--- config.mk ---
export PLATFORM = sky130hd
export DESIGN_NAME = hp_video_emulator
export DESIGN_NICKNAME = d
export VERILOG_FILES = /design/src/rtl/hp_video_emulator.sv
export SDC_FILE = /design/constraint.sdc
export NUM_CORES = 1
export LEC_CHECK = 0
export ABC_AREA = 1
export CAP_MARGIN = 5
export CORE_ASPECT_RATIO = 2
export CORE_UTILIZATION = 53
export CTS_CLUSTER_DIAMETER = 60
export DETAILED_ROUTE_END_ITERATION = 12
export PLACE_DENSITY = 0.78
export SLEW_MARGIN = 40
export SYNTH_ARGS = -nofsm -noshare
export SYNTH_HDL_FRONTEND = slang
export SYNTH_SLANG_ARGS = --single-unit
--- constraint.sdc ---
create_clock -name CLK -period 2.5 [get_ports CLK]
set_clock_uncertainty 0.2 [all_clocks]
set_input_delay 0.375 -clock CLK [delete_from_list [all_inputs] [get_ports CLK]]
set_output_delay 0.375 -clock CLK [all_outputs]
set_load 0.01 [all_outputs]
--- src/rtl/hp_video_emulator.sv ---
// Synthetic video source: raster timing, sync, luma test patterns and frame counter on one pixel clock.
// Optional build macro HP_EMU_NOISE_EN adds LFSR noise on VIDEO[1:0] during visible pixels.
module hp_video_emulator #(
  parameter int          H_VISIBLE        = 512,
  parameter int          H_FRONT          = 16,
  parameter int          H_SYNC           = 32,
  parameter int          H_BACK           = 80,
  parameter int          V_VISIBLE        = 384,
  parameter int          V_FRONT          = 4,
  parameter int          V_SYNC           = 4,
  parameter int          V_BACK           = 24,
  parameter bit          SYNC_ACTIVE_HIGH = 1'b0,
  parameter logic [9:0]  BLACK_LEVEL      = 10'd64,
  parameter logic [9:0]  WHITE_LEVEL      = 10'd940
) (
  input  logic       CLK,
  input  logic       RESET,
  input  logic       ENABLE,
  input  logic [1:0] PATTERN,
  output logic       O_HS,
  output logic       O_VS,
  output logic [9:0] VIDEO,
  output logic       O_VISIBLE,
  output logic       FRAME_START,
  output logic [7:0] FRAME_COUNT
);

  localparam int H_TOTAL = H_VISIBLE + H_FRONT + H_SYNC + H_BACK;
  localparam int V_TOTAL = V_VISIBLE + V_FRONT + V_SYNC + V_BACK;
  localparam int HW      = $clog2(H_TOTAL);
  localparam int VW      = $clog2(V_TOTAL);

  localparam logic [HW-1:0] H_VIS   = HW'(H_VISIBLE);
  localparam logic [HW-1:0] H_SSTRT = HW'(H_VISIBLE + H_FRONT);
  localparam logic [HW-1:0] H_SEND  = HW'(H_VISIBLE + H_FRONT + H_SYNC);
  localparam logic [HW-1:0] H_LAST  = HW'(H_TOTAL - 1);
  localparam logic [VW-1:0] V_VIS   = VW'(V_VISIBLE);
  localparam logic [VW-1:0] V_SSTRT = VW'(V_VISIBLE + V_FRONT);
  localparam logic [VW-1:0] V_SEND  = VW'(V_VISIBLE + V_FRONT + V_SYNC);
  localparam logic [VW-1:0] V_LAST  = VW'(V_TOTAL - 1);
  localparam logic          SYNC_ON = SYNC_ACTIVE_HIGH;

  typedef enum logic [1:0] {
    PAT_BLACK = 2'd0,
    PAT_WHITE = 2'd1,
    PAT_BARS  = 2'd2,
    PAT_CHECK = 2'd3
  } pattern_e;

  logic [HW-1:0] h_q, h_d;
  logic [VW-1:0] v_q, v_d;
  pattern_e      pat_q, pat_d, pat_eff;
  logic          hs_q, hs_d, vs_q, vs_d, vis_q, vis_d, fs_q, fs_d;
  logic [9:0]    video_q, video_d, pix, noise;
  logic [7:0]    fc_q, fc_d;
  logic          origin, vis_now;

`ifdef HP_EMU_NOISE_EN
  logic [15:0] lfsr_q, lfsr_d;

  // Fibonacci LFSR, taps 16,14,13,11.
  always_comb begin
    lfsr_d = lfsr_q;
    if (ENABLE) lfsr_d = {lfsr_q[14:0], lfsr_q[15] ^ lfsr_q[13] ^ lfsr_q[12] ^ lfsr_q[10]};
    noise = {8'd0, lfsr_q[1:0]};
  end

  always_ff @(posedge CLK) begin
    if (RESET) lfsr_q <= 16'hACE1;
    else       lfsr_q <= lfsr_d;
  end
`else
  assign noise = 10'd0;
`endif

  // Raster counters; disabled generator parks at the frame origin.
  always_comb begin
    h_d = h_q;
    v_d = v_q;
    if (!ENABLE) begin
      h_d = '0;
      v_d = '0;
    end else if (h_q == H_LAST) begin
      h_d = '0;
      v_d = (v_q == V_LAST) ? '0 : v_q + VW'(1);
    end else begin
      h_d = h_q + HW'(1);
    end
  end

  // Output stage; the origin pixel uses the freshly sampled pattern so frames never tear.
  always_comb begin
    origin  = (h_q == '0) && (v_q == '0);
    vis_now = (h_q < H_VIS) && (v_q < V_VIS);
    pat_eff = origin ? pattern_e'(PATTERN) : pat_q;
    pix     = BLACK_LEVEL;
    unique case (pat_eff)
      PAT_BLACK: pix = BLACK_LEVEL;
      PAT_WHITE: pix = WHITE_LEVEL;
      PAT_BARS:  pix = h_q[3] ? WHITE_LEVEL : BLACK_LEVEL;
      PAT_CHECK: pix = (h_q[4] ^ v_q[4]) ? WHITE_LEVEL : BLACK_LEVEL;
      default:   pix = BLACK_LEVEL;
    endcase

    hs_d    = ~SYNC_ON;
    vs_d    = ~SYNC_ON;
    video_d = BLACK_LEVEL;
    vis_d   = 1'b0;
    fs_d    = 1'b0;
    pat_d   = pat_q;
    if (ENABLE) begin
      if ((h_q >= H_SSTRT) && (h_q < H_SEND)) hs_d = SYNC_ON;
      if ((v_q >= V_SSTRT) && (v_q < V_SEND)) vs_d = SYNC_ON;
      vis_d = vis_now;
      if (vis_now) video_d = pix ^ noise;
      fs_d = origin;
      if (origin) pat_d = pattern_e'(PATTERN);
    end
    fc_d = fc_q + {7'd0, fs_d};
  end

  // NOTE: state registers use non-blocking assignments so every flop samples pre-edge values.
  always_ff @(posedge CLK) begin
    if (RESET) begin
      h_q     <= '0;
      v_q     <= '0;
      pat_q   <= PAT_BLACK;
      hs_q    <= ~SYNC_ON;
      vs_q    <= ~SYNC_ON;
      video_q <= BLACK_LEVEL;
      vis_q   <= 1'b0;
      fs_q    <= 1'b0;
      fc_q    <= 8'd0;
    end else begin
      h_q     <= h_d;
      v_q     <= v_d;
      pat_q   <= pat_d;
      hs_q    <= hs_d;
      vs_q    <= vs_d;
      video_q <= video_d;
      vis_q   <= vis_d;
      fs_q    <= fs_d;
      fc_q    <= fc_d;
    end
  end

  assign O_HS        = hs_q;
  assign O_VS        = vs_q;
  assign VIDEO       = video_q;
  assign O_VISIBLE   = vis_q;
  assign FRAME_START = fs_q;
  assign FRAME_COUNT = fc_q;

endmodule

==> results.md, run 1 <==
Floorplan:
- The number of standard-cell rows in the floorplan is 29.
- From bottom edge to top edge, the die measures 84.6 microns.
- The initial core utilization is between 50% and 60%.
- The top-level I/O count is 27.
- The floorplan die area is about 3700 sq um.
- The x dimension of the die is roughly 43 microns.
- The total core area is roughly 3200 sq um.

STA:
- Based on the critical path, the design can be clocked at up to ~440 MHz.
- The count of final max-slew check failures is 0.
- The tightest hold path in the finished design has a slack of around 0.26 ns.
- The number of endpoints with negative hold slack in the final report is 0.
- Setup repair after global routing left no endpoint under its margin.
- The summed negative setup slack over all endpoints is 0 ns.
- The minimum clock period is 2.28 ns.
- Setup violations remaining at the end of the flow were counted as 0.
- Dividing the final minimum period by the clock period gives 91.3%.

Place:
- The number of buffers added on ports is 23.
- Detailed placement finished with a half-perimeter wire length of approximately 2.9 mm.
- The routability congestion estimate is between 0.9 and 1.

Power:
- The maximum ir drop on the vdd rail is 517 uV.
- The logic gate share of total power is 8.6%.
- The power share of the clock group is a little over a third.
- The power density over the cells is roughly 500 nW/um^2.
- The net switching share of the total power is 23.1%.
- The internal power consumption is about 0.00081 W.
- The net switching power of the design is between 0.0002 and 0.00025 W.
- The analysis attributes to cell leakage a power of roughly 0.87 nW.
- The share of total power dissipated in sequential elements is a little over half.

Worst setup path:
- Data on the critical path is required at its endpoint by 2.48 ns.
- The startpoint-to-endpoint class of the critical path is register to register.
- The type of destination of the critical path is a register.
- Data on the critical path arrives at its endpoint at 2.26 ns.
- The worst setup path is launched from a register.
- In this run the critical register-to-register path is launched from v_q[0].
- In this run the worst setup path terminates at FRAME_COUNT[6].
- The most critical setup path has its startpoint at v_q[0].
- The count of cells along the worst register-to-register path is 14.
- The maximum fanout count along the critical path is 4.
- In this run the critical register-to-register path is captured at FRAME_COUNT[6].
- The setup slack on the worst flop-to-flop path is approximately 0.22 ns.

Yosys:
- The synthesis-stage register bit count is 35.
- The synthesized netlist occupies a cell area of between 1500 and 2000 sq um.
- The number of unique standard cell types used by synthesis is 35.
- Of the synthesized area, sequential elements account for 38.8%.
- Counting every instance in the synthesized netlist gives about 250.
- The synthesis warning total is 0.
- A synthesized cell averages about 7.3 sq um.

Worst hold path:
- The tightest min-delay check is of the register to register type.
- The worst hold path startpoint is h_q[0].
- The cell depth of the worst hold path is 1.

Detailed routing:
- The detail route stage leaves a number of antenna-violating nets equal to 0.
- The total iterations of the first detailed-routing run is 6.
- In this run, the number of DRC markers left after iteration 0 of detailed routing was 65.
- The mean routed wirelength per cell is 12.5 microns.
- The routed design has around 3.8 mm of wire.
- For this run, design rule violations remaining after detail routing come to 0.
- In the routed layout, each cell is associated on average with a via count of 5.38.
- The total via count in the routed design is roughly 1600.

Global routing:
- The total global-route track usage is a little under a quarter.
- The number of antenna violations at the first check in global routing is 0.
- The remaining global-route overflow is 0.
- The via count of the first global-routing pass is around 1600.
- The global-route wire length before repair is between 6 and 7 mm.
- The maximum number of pins on one net before global-route repair is 11.

Clock network:
- TritonCTS built the clock tree.
- The total number of clock tree sinks is 35.
- The number of gates resized after CTS was 0.
- No sink is reached through more buffers than the 2 on the longest clock path.
- The CTS H-tree depth is 2.
- The number of buffers added by the clock tree synthesis step is 5.
- The post-CTS setup repair buffer count is 0.
- The post-CTS clock slew at the launch and capture registers of the worst setup and hold paths is 0.06 ns.
- At the later pin of the worst-skew pair, clock insertion delay measures 0.28 ns.
- The quantity of hold-fixing buffers added after cts is 0.
- The library cell used as clock root buffer is sky130_fd_sc_hd__clkbuf_8.

Cells and area:
- Leaving out fill and tap cells, the most frequent cell in the layout is sky130_fd_sc_hd__nand2_1.
- Relative to the synthesized area, the layout overhead comes to 16.9%.
- The diode insertion count for antenna repair is 0.
- The multi-input logic area is approximately 920 sq um.
- The library cells used most frequently in the layout, excluding fill and tap cells, are sky130_fd_sc_hd__nand2_1, sky130_fd_sc_hd__dfxtp_1, sky130_fd_sc_hd__nor2_1, sky130_fd_sc_hd__inv_1, sky130_fd_sc_hd__clkdlybuf4s50_1.
- The net count of the finished layout is 281.
- The filler cell count in the final layout is around 290.
- Registers take roughly 700 sq um.
- The post-route netlist has approximately 13% of its cells at a drive strength greater than 1.

Flow run:
- The max-capacitance violation count is 0.

Run status:
- The flow ran to the end, and the final reports show no timing, DRC or antenna violations.
[worst min-delay path by stage]
stage	end	slack [ns]
2_1_floorplan	h_q[0]	0.23
6_report	h_q[0]	0.26
5_1_grt	h_q[0]	0.28
3_3_place_gp	h_q[0]	0.24
4_1_cts	h_q[0]	0.27
3_5_place_dp	h_q[0]	0.25
[synth_stat cells, drive strengths merged]
library cell	n	area, sq um
nor3	7	40.0
xor2	2	17.5
inv	30	115
nand4	9	56.3
clkinv	1	5.00
nor4	1	6.26
or2	2	12.5
o31ai	1	7.51
nand3	20	128
nand2	43	174
xnor2	1	8.76
o22ai	1	12.5
nor2	42	190
a211oi	1	7.51
a21oi	16	80.1
ha	6	75.1
buf	11	75.1
o21a	1	7.51
dfxtp	35	701
nor3b	2	15.0
o21ai	10	50.1
and3	2	12.5
conb	1	3.75
a21o	1	7.51
[state kept, by name, summed over array words and instances, names as in the netlist]
name         cells
FRAME_COUNT      8
FRAME_START      1
O_HS             1
O_VISIBLE        1
O_VS             1
VIDEO            2
h_q             10
pat_q            2
v_q              9
[per-layer routing]
metal	GRT usage (%)	wire length, microns	part of all wire (%)	vias up
met1	22.7	1400	37	715
li1	-	-	-	839
met4	12.1	136	3.6	0
met3	4.30	164	4.3	13
met2	42.6	2090	55	58
met5	0	0	0	-
[kinds of logic after synthesis]
logic type / Yosys count / share of synthesized area, %
compound gates: 31 / 9.55
simple gates: 128 / 35.1
flops: 35 / 38.8
xor+xnor: 3 / 1.45
other cells: 1 / 0.207
fa+ha+maj: 6 / 4.15
buf+inv: 42 / 10.8
[power by group through the flow]
stage,sequential (W),clock (W),combinational [W]
floorplan,0.000590,0,0.0000570
global placement,0.000587,0,0.0000892
detailed placement,0.000587,0,0.0000900
CTS,0.000574,0.000392,0.0000906
global route,0.000575,0.000412,0.000102
finish,0.000574,0.000382,0.0000900
[cell type report]
class | instances | share of cell area (%)
Clock buffer | 7 | 3.61
Timing Repair Buffer | 26 | 12.0
Tap cell | 31 | 1.84
Inverter | 31 | 5.68
Multi-Input combinational cell | 171 | 43.5
Clock inverter | 1 | 0.237
Sequential cell | 35 | 33.2
[worst max-delay path, cell delays in order, from the launching register on]
cell and delay [ns]:
sky130_fd_sc_hd__dfxtp_1 0.33, sky130_fd_sc_hd__inv_1 0.10, sky130_fd_sc_hd__ha_1 0.19, sky130_fd_sc_hd__and3_1 0.22
sky130_fd_sc_hd__nand3_2 0.11, sky130_fd_sc_hd__nor2_1 0.16, sky130_fd_sc_hd__ha_1 0.20, sky130_fd_sc_hd__ha_1 0.17
sky130_fd_sc_hd__nand2_1 0.07, sky130_fd_sc_hd__nor2_1 0.09, sky130_fd_sc_hd__inv_1 0.06, sky130_fd_sc_hd__nor2_1 0.11
sky130_fd_sc_hd__nand3_1 0.08, sky130_fd_sc_hd__nand2_1 0.06, sky130_fd_sc_hd__nor2_1 0.03
[through the flow]
step	worst slack (ns)	instance area (sq um)	util (%)	instances	power [W]
6_report	0.218	2110	66.2	302	0.00105
5_1_grt	0.0107	2110	66.2	302	0.00109
4_1_cts	0.181	2110	66.2	302	0.00106
3_5_place_dp	0.173	2030	63.6	294	0.000677
3_3_place_gp	0.198	2030	63.6	294	0.000676
2_1_floorplan	0.434	1820	-	248	0.000647
Power figures use the tool's default switching activity.
==> run 2: changes to the inputs <==
--- a/config.mk
+++ b/config.mk
@@ -5,10 +5,8 @@
 export SDC_FILE = /design/constraint.sdc
 export NUM_CORES = 1
 export LEC_CHECK = 0
-export ABC_AREA = 1
 export CAP_MARGIN = 5
-export CORE_ASPECT_RATIO = 2
-export CORE_UTILIZATION = 53
+export CORE_UTILIZATION = 52
 export CTS_CLUSTER_DIAMETER = 60
 export DETAILED_ROUTE_END_ITERATION = 12
 export PLACE_DENSITY = 0.78
==> run 2 against run 1 <==
  * Sequential cell count stayed put
  * Total power is 4.8% lower
  * First-iteration DRC count is 28% higher
  * Final cell count is 15% lower
  * Largest cell class unchanged
  * Global-route usage is 1.1 points lower
  * Critical endpoint is now v_q[6]
  * Sequential share of layout area is 2.3 points higher
  * Critical path type unchanged
==> results.md, run 2 <==
Run status:
- The run finished with clean final reports.

Clock network:
- The clock reaches the later pin of the worst-skew pair after ~0.33 ns.
- The clock net in this run drives a total of 35 sinks.
- The clock passes through at most 2 buffers.
- The library cell used as clock root buffer is sky130_fd_sc_hd__clkbuf_4.
- The number of buffers added by the clock tree synthesis step is 5.
- The CTS tree is yes.
- The H-tree was split into 2 levels.
- The post-CTS clock slew at the launch and capture registers of the worst setup and hold paths is ~0.1 ns.

Detailed routing:
- The mean routed wirelength per cell is about 13 microns.
- The number of nets with antenna violations after detailed routing is 0.
- The total iterations of the first detailed-routing run is 4.
- The total via count in the routed design is between 1000 and 1500.
- In the detailed route, the total length drawn on met3 is between 200 and 250 microns.
- For this block, wires on met1 add up to around 1.5 mm.
- The DRC violation total after the first TritonRoute iteration is 83.
- The final layout contains routed wiring with a total length of ~3.4 mm.
- The detailed route wirelength on metal2 is 1.64 mm.
- In the routed design, unresolved DRC markers number 0.
- Signal routing reaches up to met4.
- The post-detailed-route via-to-cell ratio is around 5.4.

Cells and area:
- The number of antenna diodes in the final layout is 0.
- Summing all multi-input logic gate instances after layout gives roughly 850 sq um.
- Leaving out fill and tap cells, the most frequent cells in the layout are sky130_fd_sc_hd__dfxtp_1, sky130_fd_sc_hd__nor2_1, sky130_fd_sc_hd__clkdlybuf4s50_1, sky130_fd_sc_hd__nand3_1, sky130_fd_sc_hd__xnor2_1.
- At the end of the flow the core is filled with cells to around 65%.
- Counting flops per register, the top entry is h_q.
- The register with the most flip-flops in the layout has 10 of them.
- The filler cell count in the final layout is 273.
- At the end of the flow, the number of nets in the layout was 224.
- The share of post-route cells with drive strength above 1 is between 7 and 8%.
- In the final layout, flip-flops and latches occupy between 700 and 800 sq um.
- Leaving out fill and tap cells, the most frequent cell in the layout is sky130_fd_sc_hd__dfxtp_1.
- Leaving out filler cells and counting taps, the final layout contains 258.
- The layout overhead on the synthesized area is 18.5%.

Floorplan:
- In this run the core area contains 20 standard-cell rows.
- The die is ~59 microns tall.
- The die covers 3440 sq um.
- In this run the count of I/O pins placed on the die edge is 27.
- The total core area is about 3100 sq um.
- The x dimension of the die is around 59 microns.
- The initial core utilization is between 50% and 60%.

Place:
- Routability-driven placement finished with a final weighted congestion of 0.846.
- The number of buffers added on ports is 23.
- Once placement completed, the tool counted placed cells totaling 250.
- The detailed placer's ending HPWL is between 2 and 2.5 mm.
- At the placement stage, the worst setup path has a slack of between 0.1 and 0.15 ns.

Yosys:
- The complex-gate fraction of the synthesized area is under 10%.
- The multiplexer area fraction after synthesis is 3.08%.
- For this run, the number of Yosys warnings is 0.
- Summing the areas of all fa, ha and maj instances in the mapped netlist gives under 10% of the synthesized area.
- The number of flops mapped to enable cells by yosys is 0.
- The most repeated cell in the gate-level netlist after synthesis is sky130_fd_sc_hd__dfxtp_1.
- The top-area cell type share of the netlist area is 42.0%.
- By count the netlist is led by sky130_fd_sc_hd__dfxtp_1, sky130_fd_sc_hd__nor2_1, sky130_fd_sc_hd__nand3_1, sky130_fd_sc_hd__xnor2_1, sky130_fd_sc_hd__inv_1.
- Of all cell types, the one taking the most synthesized area is sky130_fd_sc_hd__dfxtp_1.
- Of the total synthesized cell area, the portion taken by XOR and XNOR cells is ~10%.
- The dominant combinational cell family by area after synthesis is simple AND/OR/NAND/NOR gates.
- Counting distinct cell types in the post-synthesis netlist gives 32.
- In the synthesized netlist, the number of instances is roughly 190.
- The proportion of register bits with asynchronous set or reset after synthesis is 0%.
- The combined area of all synthesized cells is 1670 sq um.
- The simple-gate area share of the yosys netlist is between 20% and 30%.
- The sequential element share of the synthesized area is about 42%.
- Among all flip-flop cells after synthesis, the most frequent one is sky130_fd_sc_hd__dfxtp_1.
- A synthesized cell averages roughly 8.7 sq um.
- The synthesis-stage register bit count is 35.
- In the post-synthesis netlist, the biggest area contributors are sky130_fd_sc_hd__dfxtp_1, sky130_fd_sc_hd__xnor2_1, sky130_fd_sc_hd__nor2_1, sky130_fd_sc_hd__ha_1, sky130_fd_sc_hd__nand3_1.

Global routing:
- The number of antenna violations at the first check in global routing is 0.
- Entering global routing, the biggest net connects 12 pins.
- The remaining global-route overflow is 0.
- The first global-routing pass estimated approximately 5.7 mm of wire.
- Across every metal layer, demand over resource in global routing totals a little over a fifth.
- The via count of the first global-routing pass came to approximately 1300.

STA:
- For this run, the top clock speed supported by timing is 428 MHz.
- The minimum hold slack is approximately 0.3 ns.
- The worst path meets setup with roughly 0.16 ns of slack.
- The number of endpoints with negative hold slack in the final report is 0.
- Setup repair after global routing left no endpoint under its margin.
- The headroom to the max-slew limit is ~55%.
- Setup violations remaining at the end of the flow were counted as 0.
- At the pin with the least slew margin, the transition time is about 0.67 ns.
- In the final timing run, aggregate negative setup slack is 0 ns.
- The share of the clock period used by the worst path is slightly above 90%.
- After layout, the minimum clock period comes to between 2 and 2.5 ns.
- The count of final max-slew check failures is 0.

Power:
- Per report_power, the combinational group accounts for between 7 and 8% of the total.
- The internal power consumption is ~0.00077 W.
- The power share of the sequential group is about 58%.
- The leakage power is ~0.71 nW.
- The power share of the clock group is approximately a third.
- The net switching power of the design is ~0.00022 W.
- The maximum ir drop on the vdd rail is about 240 uV.
- In this run the power density over the cells is 504 nW/um^2.
- Net switching is ~22% of the power.

Flow run:
- Across the run, the number of max-cap violations was 0.

Worst hold path:
- The cell depth of the worst hold path is 1.
- The min-delay analysis places its worst path in the category register to register.
- The worst hold path startpoint is h_q[0].
- The path with the worst hold slack has its endpoint at h_q[0].

Worst setup path:
- STA classifies the critical path startpoint as a register.
- At the worst endpoint, the required time is around 2.6 ns.
- The worst register-to-register path begins at h_q[0].
- Along the worst path, the maximum fanout reaches 7.
- The terminus of the critical flop-to-flop path is v_q[6].
- The startpoint-to-endpoint class of the critical path is register to register.
- The worst endpoint data arrival time is 2.41 ns.
- Across all register-to-register paths, the minimum setup slack is about 0.16 ns.
- The count of cells along the worst register-to-register path is 5.
- The type of destination of the critical path is a register.
==> run 2: changes by cell type after synthesis, moves of 5 or more <==
cell | previous run | this run
sky130_fd_sc_hd__nand2_1 | 40 | 6
sky130_fd_sc_hd__xnor2_1 | 1 | 13
sky130_fd_sc_hd__nor2_1 | 33 | 26
sky130_fd_sc_hd__clkbuf_1 | 0 | 5
sky130_fd_sc_hd__nor2_2 | 7 | 0
sky130_fd_sc_hd__or4_1 | 0 | 5
sky130_fd_sc_hd__a21oi_1 | 16 | 7
sky130_fd_sc_hd__inv_1 | 25 | 10
==> run 2: metal layers <==
metal	up-vias	GRT usage [%]
li1	690	-
met1	643	26.4
met2	57	37.3
met3	7	4.62
met4	0	10.5
met5	-	0
==> run 2: layout make-up <==
class                           count  area share, %
Clock buffer                        8           3.48
Sequential cell                    35           35.4
Timing Repair Buffer               28           13.5
Tap cell                           44           2.78
Inverter                           10           1.90
Multi-Input combinational cell    133           42.8
==> run 2: kinds of logic (layout without fill, tap and decap cells) <==
kind of cell / Yosys count / after routing
flops: 35 / 35
xor+xnor: 19 / 19
mux: 5 / 5
other cells: 1 / 3
buf+inv: 26 / 46
compound gates: 16 / 16
simple gates: 84 / 84
fa+ha+maj: 6 / 6
==> run 2: power groups by stage <==
stage / Sequential, W / Clock (W) / Combinational [W]
global placement: 0.000587 / 0 / 0.0000725
global route: 0.000576 / 0.000379 / 0.0000835
CTS: 0.000575 / 0.000354 / 0.0000756
finish: 0.000574 / 0.000346 / 0.0000754
floorplan: 0.000590 / 0 / 0.0000410
detailed placement: 0.000588 / 0 / 0.0000742
==> run 2: stage by stage <==
stage          total power, W  instance area, sq um
2_1_floorplan        0.000631                  1680
3_3_place_gp         0.000659                  1900
3_5_place_dp         0.000662                  1900
4_1_cts               0.00100                  1970
5_1_grt               0.00104                  1980
6_report             0.000996                  1980
==> run 2: worst max path at each step <==
stage	startpoint	end	slack, ns
after global placement	h_q[0]	v_q[6]	0.22
after floorplan	h_q[0]	v_q[6]	0.31
after global routing	h_q[0]	v_q[6]	0.06
final	h_q[0]	v_q[6]	0.16
after detailed placement	h_q[0]	v_q[6]	0.11
after CTS	h_q[0]	v_q[6]	0.1
==> run 2: repair_timing <==
action	CTS	global route
hold buffers	0	0
setup endpoints to repair	0	1
gates resized for setup	0	1
hold endpoints to repair	0	0
setup buffers	0	0
==> run 2: critical path, stage by stage, from the launching register on <==
cell and delay [ns]:
sky130_fd_sc_hd__dfxtp_1 0.40, sky130_fd_sc_hd__ha_1 0.23, sky130_fd_sc_hd__nand3_1 0.22, sky130_fd_sc_hd__or4_4 0.65, sky130_fd_sc_hd__or4_1 0.50, sky130_fd_sc_hd__nand2_1 0.08
